File: src/rtl/mem_port_arbiter.sv
`default_nettype none
// ============================================================================
// Module   : mem_port_arbiter
// Purpose  : Shares one single-ported memory between an instruction-fetch
//            requester (imem) and a data-access requester (dmem). One
//            downstream transaction is in flight at a time, data beats fetch
//            when both ask, and each requester gets a registered read-data
//            word plus a one-cycle ack pulse on completion.
//
// Ports    : clock, reset           - rising-edge clock, synchronous
//                                     active-high reset
//            i_imem_* / o_imem_*    - fetch port (req/addr in, rdata/ack out)
//            i_dmem_* / o_dmem_*    - data port (req/we/wmask/addr/wdata in,
//                                     rdata/ack out)
//            o_mem_*                - registered downstream request
//            i_mem_gnt              - downstream accepted the request
//            i_mem_rvalid/i_mem_rdata - downstream completion and read data
//
// Options  : MEM_ARB_FAIRNESS_EN - when defined, after MAX_DATA_BURST
//            consecutive data grants issued while fetch was also waiting,
//            the next contested grant goes to fetch. When undefined, data
//            has strict priority and fetch may starve.
//
// Revision : 1.0 - initial release
// ============================================================================
module mem_port_arbiter #(
    parameter int ADDR_W         = 32,
    parameter int DATA_W         = 32,
    parameter int MAX_DATA_BURST = 4
) (
    input  logic                clock,
    input  logic                reset,

    // Instruction-fetch requester
    input  logic                i_imem_req,
    input  logic [ADDR_W-1:0]   i_imem_addr,
    output logic [DATA_W-1:0]   o_imem_rdata,
    output logic                o_imem_ack,

    // Data-access requester
    input  logic                i_dmem_req,
    input  logic                i_dmem_we,
    input  logic [DATA_W/8-1:0] i_dmem_wmask,
    input  logic [ADDR_W-1:0]   i_dmem_addr,
    input  logic [DATA_W-1:0]   i_dmem_wdata,
    output logic [DATA_W-1:0]   o_dmem_rdata,
    output logic                o_dmem_ack,

    // Unified downstream memory
    output logic                o_mem_req,
    output logic                o_mem_we,
    output logic [DATA_W/8-1:0] o_mem_wmask,
    output logic [ADDR_W-1:0]   o_mem_addr,
    output logic [DATA_W-1:0]   o_mem_wdata,
    input  logic                i_mem_gnt,
    input  logic                i_mem_rvalid,
    input  logic [DATA_W-1:0]   i_mem_rdata
);

    localparam int c_MASK_W = DATA_W / 8;

    typedef enum logic [1:0] {
        S_IDLE = 2'd0,   // waiting for a requester
        S_REQ  = 2'd1,   // request presented downstream, waiting for gnt
        S_WAIT = 2'd2,   // request accepted, waiting for rvalid
        S_RESP = 2'd3    // ack pulse to the owner
    } state_t;

    state_t                r_state;
    state_t                w_state_nxt;

    // Downstream request registers
    logic                  r_mem_req,   w_mem_req_nxt;
    logic                  r_mem_we,    w_mem_we_nxt;
    logic [c_MASK_W-1:0]   r_mem_wmask, w_mem_wmask_nxt;
    logic [ADDR_W-1:0]     r_mem_addr,  w_mem_addr_nxt;
    logic [DATA_W-1:0]     r_mem_wdata, w_mem_wdata_nxt;

    // Owner of the in-flight transaction: 1 = dmem, 0 = imem
    logic                  r_owner_d,   w_owner_d_nxt;

    // Per-requester response registers
    logic [DATA_W-1:0]     r_imem_rdata, w_imem_rdata_nxt;
    logic [DATA_W-1:0]     r_dmem_rdata, w_dmem_rdata_nxt;
    logic                  r_imem_ack,   w_imem_ack_nxt;
    logic                  r_dmem_ack,   w_dmem_ack_nxt;

    // Arbitration decision
    logic                  w_any_req;
    logic                  w_force_imem;
    logic                  w_pick_d;

    assign w_any_req = i_imem_req | i_dmem_req;
    // Data wins whenever it asks, unless the fairness limit hands this
    // contested slot to fetch.
    assign w_pick_d  = i_dmem_req & ~(i_imem_req & w_force_imem);

`ifdef MEM_ARB_FAIRNESS_EN
    localparam int c_CNT_W = $clog2(MAX_DATA_BURST + 1);

    logic [c_CNT_W-1:0]    r_burst_cnt, w_burst_cnt_nxt;
    logic                  w_grant;

    assign w_grant      = (r_state == S_IDLE) & w_any_req;
    assign w_force_imem = (r_burst_cnt == c_CNT_W'(MAX_DATA_BURST));

    // Counts data grants that were issued while fetch was also waiting.
    // Any fetch grant, or a data grant with fetch idle, clears it. It can
    // never pass the limit: at the limit a contested slot goes to fetch.
    always_comb begin
        w_burst_cnt_nxt = r_burst_cnt;
        if (w_grant) begin
            if (!w_pick_d) begin
                w_burst_cnt_nxt = '0;
            end else if (i_imem_req) begin
                w_burst_cnt_nxt = r_burst_cnt + c_CNT_W'(1);
            end else begin
                w_burst_cnt_nxt = '0;
            end
        end
    end

    always_ff @(posedge clock) begin
        if (reset) begin
            r_burst_cnt <= '0;
        end else begin
            r_burst_cnt <= w_burst_cnt_nxt;
        end
    end
`else
    // Strict data priority: fetch is never pushed ahead of data. The burst
    // limit has no role in this build; the term below is constant zero and
    // only keeps the parameter referenced.
    assign w_force_imem = 1'b0 & (MAX_DATA_BURST != 0);
`endif

    // ------------------------------------------------------------------
    // Next-state and next-output logic
    // ------------------------------------------------------------------
    always_comb begin
        w_state_nxt      = r_state;
        w_mem_req_nxt    = r_mem_req;
        w_mem_we_nxt     = r_mem_we;
        w_mem_wmask_nxt  = r_mem_wmask;
        w_mem_addr_nxt   = r_mem_addr;
        w_mem_wdata_nxt  = r_mem_wdata;
        w_owner_d_nxt    = r_owner_d;
        w_imem_rdata_nxt = r_imem_rdata;
        w_dmem_rdata_nxt = r_dmem_rdata;
        // Acks are pulses: only the WAIT->RESP transition raises one.
        w_imem_ack_nxt   = 1'b0;
        w_dmem_ack_nxt   = 1'b0;

        case (r_state)
            S_IDLE: begin
                if (w_any_req) begin
                    // Fields are captured here so later upstream changes
                    // cannot disturb the in-flight transaction.
                    w_owner_d_nxt = w_pick_d;
                    w_mem_req_nxt = 1'b1;
                    if (w_pick_d) begin
                        w_mem_we_nxt    = i_dmem_we;
                        w_mem_wmask_nxt = i_dmem_wmask;
                        w_mem_addr_nxt  = i_dmem_addr;
                        w_mem_wdata_nxt = i_dmem_wdata;
                    end else begin
                        // Fetches are always plain reads.
                        w_mem_we_nxt    = 1'b0;
                        w_mem_wmask_nxt = '0;
                        w_mem_addr_nxt  = i_imem_addr;
                        w_mem_wdata_nxt = '0;
                    end
                    w_state_nxt = S_REQ;
                end
            end

            S_REQ: begin
                if (i_mem_gnt) begin
                    w_mem_req_nxt = 1'b0;
                    w_state_nxt   = S_WAIT;
                end
            end

            S_WAIT: begin
                if (i_mem_rvalid) begin
                    if (r_owner_d) begin
                        w_dmem_ack_nxt = 1'b1;
                        // A write's response carries no data worth keeping;
                        // the last read value stays visible.
                        if (!r_mem_we) begin
                            w_dmem_rdata_nxt = i_mem_rdata;
                        end
                    end else begin
                        w_imem_ack_nxt   = 1'b1;
                        w_imem_rdata_nxt = i_mem_rdata;
                    end
                    w_state_nxt = S_RESP;
                end
            end

            S_RESP: begin
                // Ack is high this cycle; requests are not looked at until
                // IDLE so the requester has a cycle to drop or renew.
                w_state_nxt = S_IDLE;
            end

            default: begin
                w_state_nxt = S_IDLE;
            end
        endcase
    end

    // ------------------------------------------------------------------
    // State and output registers
    // ------------------------------------------------------------------
    always_ff @(posedge clock) begin
        if (reset) begin
            r_state      <= S_IDLE;
            r_mem_req    <= 1'b0;
            r_mem_we     <= 1'b0;
            r_mem_wmask  <= '0;
            r_mem_addr   <= '0;
            r_mem_wdata  <= '0;
            r_owner_d    <= 1'b0;
            r_imem_rdata <= '0;
            r_dmem_rdata <= '0;
            r_imem_ack   <= 1'b0;
            r_dmem_ack   <= 1'b0;
        end else begin
            r_state      <= w_state_nxt;
            r_mem_req    <= w_mem_req_nxt;
            r_mem_we     <= w_mem_we_nxt;
            r_mem_wmask  <= w_mem_wmask_nxt;
            r_mem_addr   <= w_mem_addr_nxt;
            r_mem_wdata  <= w_mem_wdata_nxt;
            r_owner_d    <= w_owner_d_nxt;
            r_imem_rdata <= w_imem_rdata_nxt;
            r_dmem_rdata <= w_dmem_rdata_nxt;
            r_imem_ack   <= w_imem_ack_nxt;
            r_dmem_ack   <= w_dmem_ack_nxt;
        end
    end

    assign o_mem_req    = r_mem_req;
    assign o_mem_we     = r_mem_we;
    assign o_mem_wmask  = r_mem_wmask;
    assign o_mem_addr   = r_mem_addr;
    assign o_mem_wdata  = r_mem_wdata;
    assign o_imem_rdata = r_imem_rdata;
    assign o_imem_ack   = r_imem_ack;
    assign o_dmem_rdata = r_dmem_rdata;
    assign o_dmem_ack   = r_dmem_ack;

endmodule

`default_nettype wire
File: config.mk
export PLATFORM = sky130hd
export DESIGN_NAME = mem_port_arbiter
export DESIGN_NICKNAME = d
export VERILOG_FILES = /design/src/rtl/mem_port_arbiter.sv
export SDC_FILE = /design/constraint.sdc
export NUM_CORES = 1
export LEC_CHECK = 0
export CAP_MARGIN = 20
export CORE_ASPECT_RATIO = 1.25
export CORE_UTILIZATION = 43
export DETAILED_ROUTE_END_ITERATION = 6
export PLACE_DENSITY = 0.86
export SYNTH_ARGS = -nofsm -noshare
export SYNTH_HDL_FRONTEND = slang
export SYNTH_SLANG_ARGS = --single-unit
File: constraint.sdc
create_clock -name clock -period 2.88 [get_ports clock]
set_input_delay 0.576 -clock clock [delete_from_list [all_inputs] [get_ports clock]]
set_output_delay 0.576 -clock clock [all_outputs]
set_load 0.03 [all_outputs]
==> results by group, run 1 <==
Status
  – Outcome: completed

Placed design
  – Dpl hpwl: ~12000 um
  – IO Port Bufs: 274
  – GPL Wtd Cong: between 0.7 and 0.8

Power
  – Max IR drop VDD: around 0.00055 V
  – Power density over the cells: 811 nW/um2
  – Total power: 7.14 mW
  – Leak Pwr: around 3.2 nW

Timing
  – Clock Skew: around 7 ps
  – Final setup viols: 0
  – Final setup TNS: 0 ps
  – Slew @ Worst Pin: around 460 ps
  – Final hold violations: 0
  – Period utilisation layout: a little under three quarters
  – Fin crit period: just over 2000 ps
  – Slew Viols, Final: 0
  – RSZ-0062 raised after global routing: no
  – Max-slew headroom at the worst pin: 69.5%
  – FMAX: 0.488 GHz

Worst setup path
  – Crit path capture type: primary output
  – Startpoint class of the critical path: register
  – Worst Path Buf+Inv: 1
  – Critical Path AT: 1470 ps
  – CP peak stage delay: 710 ps
  – Worst path slowest cell: clkdlybuf4s50_1
  – Kind of cell adding the most delay to the critical path: buffers and inverters
  – Crit-path cells: clkdlybuf4s50_1
  – CP max FO: 3
  – Crit path kind: reg2out
  – Worst path required time: 2300 ps

Clock network
  – Root Driver: clkbuf_16
  – Post_cts resized: 0
  – Number of CTS-inserted buffers: 17
  – Clock H-tree levels: 4
  – Latest clock arrival within the worst-skew pair: 410 ps
  – Setup repair bufs after CTS: 0
  – Clock transition at path regs: ~60 ps
  – Hold_buf cts: 0
  – Clk sinks: 139
  – CTS tree: yes
  – Max clock buf depth: 2

Routing
  – Drt wl/cell: 15.1 um
  – DR vias/cell: 5.00
  – Routed via count: 5270
  – Final Routed Wirelength: 15900 um
  – Post-route antenna net violation count: 0
  – DRC violations left: 0
  – Drt first pass iters: 4
  – Initial DRC Count: roughly 170

Die
  – Full die area: about 13000 um2
  – Die width: 102 um
  – Initial Utilization: 44.4%
  – I/O Pins: about 280
  – Die H: 128 um
  – Row count: 45
  – CORE AREA: 12200 um2

Synth
  – Synthesized flop and latch total: 139
  – Post-Syn Nets: approximately 770
  – Top post-synthesis cells by area: dfxtp_1, nand2_1, a21oi_1
  – Syn Inst Count: 624
  – Netlist cell types: 24
  – Area leader, netlist: dfxtp_1
  – Synth warn: 0
  – Seq/Total Area, Yosys: 51.4%
  – Post-synth top area share: 51.4%
  – Syn avg cell area: around 8.7 um2
  – Post-Syn Area: 5420 um2

Global routing
  – Met3 Use GR: 7.60%
  – Global-route wire length before repair: around 25000 um
  – Vias in the first global route: 5132
  – Antenna violations before repair: 0
  – Largest net degree at the start of global routing: 58
  – Met1 Use GR: 25.0%
  – GRT overflow: 0
  – Gr busiest metal: met2
  – M2 GR Usage: between 40% and 50%
  – Total GRT Usage: 24.6%

Cells and area
  – Fillers: roughly 940
  – Layout Nets: 1018
  – Syn-to-layout area delta: 62.3%
  – ANT cells: 0
  – Layout cells sized above 1: 8.55%
  – Highest-count cells in the layout ignoring fill and taps: clkdlybuf4s50_1, nand2_1, dfxtp_1
  – Commonest non-fill, non-tap cell in the layout: clkdlybuf4s50_1

Job
  – Maxcap violations: 0

Min path
  – HP Class: reg2reg
state kept, by name, summed over array words and instances (netlist names):
signal / count
o_imem_rdata: 32
o_mem_req: 1
o_mem_wmask: 4
o_mem_we: 1
o_mem_wdata: 32
o_dmem_ack: 1
r_owner_d: 1
o_dmem_rdata: 32
o_imem_ack: 1
o_mem_addr: 32
r_state: 2
synth_stat cells:
cell type  count
buf_1          1
nor2_1        37
inv_1          5
nand2_1      168
a211oi_1       2
a21oi_1      104
nand4b_1       1
ha_1           3
o21ai_1        1
dfxtp_1      139
nand3b_1       1
nand2b_1       3
mux2i_1       33
buf_6          3
buf_2         18
a2111oi_1      1
and4b_1        1
buf_4         11
a211oi_2      30
a222oi_1       1
clkbuf_1      20
nand3_1       38
and3b_1        1
o21a_1         2
power by group:
group / leakage (nW) / total (mW) / switching [mW] / internal (mW)
sequential: 1.13 / 2.39 / 0.158 / 2.23
combinational: 1.77 / 2.64 / 1.57 / 1.06
clock: 0.278 / 2.11 / 0.829 / 1.28
total: 3.18 / 7.14 / 2.56 / 4.57
cell families (layout without fill, tap and decap cells):
family | count (synthesis) | after routing | share of synthesized area [%]
AOI/OAI and AO/OA | 141 | 141 | 17.5
adders and majority gates | 3 | 3 | 0.693
buffers and inverters | 58 | 323 | 5.61
DFF | 139 | 139 | 51.4
muxes | 33 | 33 | 6.10
and+or+nand+nor | 250 | 250 | 18.7
routing by layer:
layer,wire length (um),part of all wire [%]
met3,1100,6.9
met2,8330,52
met4,636,4.0
met1,5890,37
met5,0,0
metrics by stage:
stage	instances	area [um2]	worst slack, ps	hold slack, ps	util (%)
finish	1053	8790	832	447	72.0
global route	1053	8790	748	471	72.0
CTS	1053	8790	802	450	72.0
detailed placement	1021	8220	641	444	67.3
global placement	1021	8220	725	437	67.3
floorplan	624	5420	1390	460	-
final timing paths:
kind	from	endpoint	slack, ps	cells past startpoint
worst min-delay path	o_mem_wdata[24]	o_mem_wdata[24]	450	2
worst min register to register	o_mem_wdata[24]	o_mem_wdata[24]	450	2
worst max-delay path	o_mem_req	o_mem_req	830	1
worst max register to register	r_state[0]	o_mem_addr[6]	1160	6
area by class of cell:
| class | instances | area (um2) | area share [%] |
|---|---|---|---|
| inverters | 5 | 18.8 | 0.213 |
| well taps | 164 | 205 | 2.33 |
| clock inverters | 13 | 143 | 1.62 |
| multi-input cells | 427 | 2340 | 26.6 |
| clock buffers | 19 | 433 | 4.92 |
| repair buffers | 286 | 2880 | 32.7 |
| flip-flops and latches | 139 | 2780 | 31.6 |
(Power assumes the default switching activity.)
==> run 2, diff against run 1 <==
--- a/config.mk
+++ b/config.mk
@@ -7,9 +7,9 @@
 export LEC_CHECK = 0
 export CAP_MARGIN = 20
 export CORE_ASPECT_RATIO = 1.25
-export CORE_UTILIZATION = 43
+export CORE_UTILIZATION = 36
 export DETAILED_ROUTE_END_ITERATION = 6
-export PLACE_DENSITY = 0.86
+export PLACE_DENSITY = 0.76
 export SYNTH_ARGS = -nofsm -noshare
 export SYNTH_HDL_FRONTEND = slang
 export SYNTH_SLANG_ARGS = --single-unit
==> constraint.sdc (replaced) <==
create_clock -name clock -period 1.65 [get_ports clock]
set_input_delay 0.33 -clock clock [delete_from_list [all_inputs] [get_ports clock]]
set_output_delay 0.33 -clock clock [all_outputs]
set_load 0.03 [all_outputs]
==> results by group, run 2 (synthesis gave the netlist of run 1 again) <==
Timing
  – Slew @ Worst Pin: 432 ps (-26.3 ps)
  – RSZ-0062 raised after global routing: no
  – Clock Skew: 6.32 ps (-0.540 ps)
  – FMAX: 0.648 GHz
  – Slew Viols, Final: 0 (unchanged)
  – Max-slew headroom at the worst pin: 71.2% (+1.8 points)
  – Final setup viols: 0 (unchanged)
  – Period utilisation layout: 93.5%
  – Fin crit period: about 1500 ps
  – Final hold violations: 0 (unchanged)

Clock network
  – Number of CTS-inserted buffers: 17 (unchanged)
  – Max clock buf depth: 2 (unchanged)
  – Root Driver: clkbuf_16
  – Clock transition at path regs: 60 ps (about the same)
  – Clk sinks: 139 (unchanged)
  – Latest clock arrival within the worst-skew pair: 410 ps (about the same)
  – Clock H-tree levels: 4 (unchanged)
  – CTS tree: yes

Worst setup path
  – Crit Reg-Reg Startpoint: r_state[0]
  – Crit path kind: reg2out
  – R2R cell count: 5 (-1)
  – Crit-path cells: dlygate4sd2_1
  – Crit path capture type: primary output
  – Worst path required time: 1320 ps (-980 ps)
  – Setup slack, reg-to-reg: 150 ps (-1010 ps)
  – CP peak stage delay: 470 ps (-240 ps)
  – Kind of cell adding the most delay to the critical path: buffers and inverters
  – Startpoint class of the critical path: register
  – Worst Path Buf+Inv: 1 (unchanged)
  – Reg2reg end: r_state[1]
  – CP max FO: 3 (unchanged)
  – Critical Path AT: 1210 ps (-260 ps)
  – Worst path slowest cell: dlygate4sd2_1

Die
  – Die H: 139 um (+9.1%)
  – CORE AREA: 14500 um2 (+19%)
  – Die width: 112 um (+9.1%)
  – Row count: 49 (+8.9%)
  – I/O Pins: 275 (unchanged)
  – Full die area: 15600 um2 (+19%)
  – Initial Utilization: 37.3% (-7.1 points)

Power
  – Clock Power Share: 30.6% (+1.0 points)
  – Sequential Power Share: 33.2% (-0.3 points)
  – Total power: 12.5 mW (+74%)
  – Max IR drop VDD: 0.000830 V (+50%)
  – Cell internal pwr: 8.03 mW (+76%)
  – Logic pwr share: 36.2% (-0.8 points)
  – Psw: 4.42 mW (+73%)
  – Sw Share: 35.5% (-0.38 points)
  – Leak Pwr: 3.86 nW (+21%)
  – Power density over the cells: 1410 nW/um2 (+74%)

Global routing
  – Largest net degree at the start of global routing: 41 (-29%)
  – Vias in the first global route: 5194 (+1.2%)
  – Antenna violations before repair: 0 (unchanged)
  – GRT overflow: 0 (unchanged)
  – Global-route wire length before repair: 25800 um (+4.6%)
  – Total GRT Usage: 21.0% (-3.6 points)

Placed design
  – IO Port Bufs: 274 (unchanged)
  – Post-DP Area: 8410 um2 (+2.3%)
  – Dpl hpwl: 11500 um (-0.68%)
  – GPL Wtd Cong: 0.761 (-2.7%)

Routing
  – Post-route antenna net violation count: 0 (unchanged)
  – Drt first pass iters: 7 (+3)
  – Final Routed Wirelength: 16000 um (+0.57%)
  – DR vias/cell: 4.84 (-3.3%)
  – Routed via count: 5226 (-0.83%)
  – Initial DRC Count: 256 (+52%)
  – DRC violations left: 16 (+16)
  – Drt wl/cell: 14.9 um (-1.9%)

Status
  – Outcome: complete, but fails checks
  – Failing checks: design-rule violations

Cells and area
  – Layout cells sized above 1: 9.87% (+1.3 points)
  – Syn-to-layout area delta: 62.9%
  – Fillers: 1309 (+39%)
  – Final instance area: 8830 um2 (+0.40%)
  – Final core occ: 60.8% (-11 points)
  – ANT cells: 0 (unchanged)
  – Commonest non-fill, non-tap cell in the layout: nand2_1
  – Layout Nets: 1033 (+1.5%)
  – Highest-count cells in the layout ignoring fill and taps: nand2_1, dfxtp_1, clkdlybuf4s50_1, dlygate4sd2_1, a21oi_1

Job
  – Maxcap violations: 0 (unchanged)

Min path
  – HP Class: in2reg
  – WHS Endpoint: o_mem_wdata[9]
  – WHS Path Cells: 3 (+1)
  – Hold Path Origin: i_dmem_req
==> run 2: changes by cell type in the layout (fill, tap and decap cells not counted), sizes merged <==
cell	change
buf	+15
bufinv	+1
clkbuf	+1
clkdlybuf4s50	-136
clkinv	-3
dlygate4sd2	+136
inv	-1
==> run 2: timing repair <==
item	CTS	global route
resized for setup	136	0
hold buffers	0	0
setup endpoints to repair	136	0
setup buffers	0	0
==> run 2: metrics by stage <==
stage,setup slack [ps],hold WS [ps],cells,setup TNS (ps)
detailed placement,-87.8,443,1050,-260
global route,20.2,260,1080,0
CTS,93.6,255,1080,0
finish,107,277,1080,0
floorplan,252,460,624,0
global placement,-38.0,437,1050,-38.0
==> run 2: area by class of cell <==
type / instances / area (um2) / share of cell area [%]
tap: 178 / 223 / 2.52
clock inverter: 10 / 141 / 1.60
timing repair buffer: 301 / 2880 / 32.6
multi-input combinational: 427 / 2340 / 26.5
sequential: 139 / 2780 / 31.5
clock buffer: 20 / 447 / 5.06
inverter: 5 / 18.8 / 0.213
==> run 2: power by group through the flow <==
stage / registers, mW / logic [mW] / clock network, mW
2_1_floorplan: 5.19 / 2.02 / 0
3_3_place_gp: 4.21 / 4.82 / 0
3_5_place_dp: 4.22 / 4.88 / 0
4_1_cts: 4.14 / 4.56 / 3.90
5_1_grt: 4.20 / 4.87 / 4.10
6_report: 4.13 / 4.51 / 3.80
==> run 2: how the worst max path moves through the flow <==
| stage | start | endpoint | slack, ps | cells past startpoint |
|---|---|---|---|---|
| floorplan | r_state[0] | o_mem_addr[11] | 250 | 8 |
| global placement | i_mem_rvalid | r_state[1] | -40 | 4 |
| CTS | o_mem_req | o_mem_req | 90 | 1 |
| global route | r_state[0] | r_state[1] | 20 | 5 |
| finish | o_mem_req | o_mem_req | 110 | 1 |
| detailed placement | i_mem_rvalid | r_state[1] | -90 | 4 |
==> run 2: metal layers <==
metal	share of wire (%)	GRT usage [%]	routed length [um]	up-vias
li1	-	-	-	2628
met1	39	22.0	6180	2397
met2	53	38.2	8480	179
met3	6.4	6.56	1030	22
met4	2.2	9.10	350	0
met5	0	0	0	-
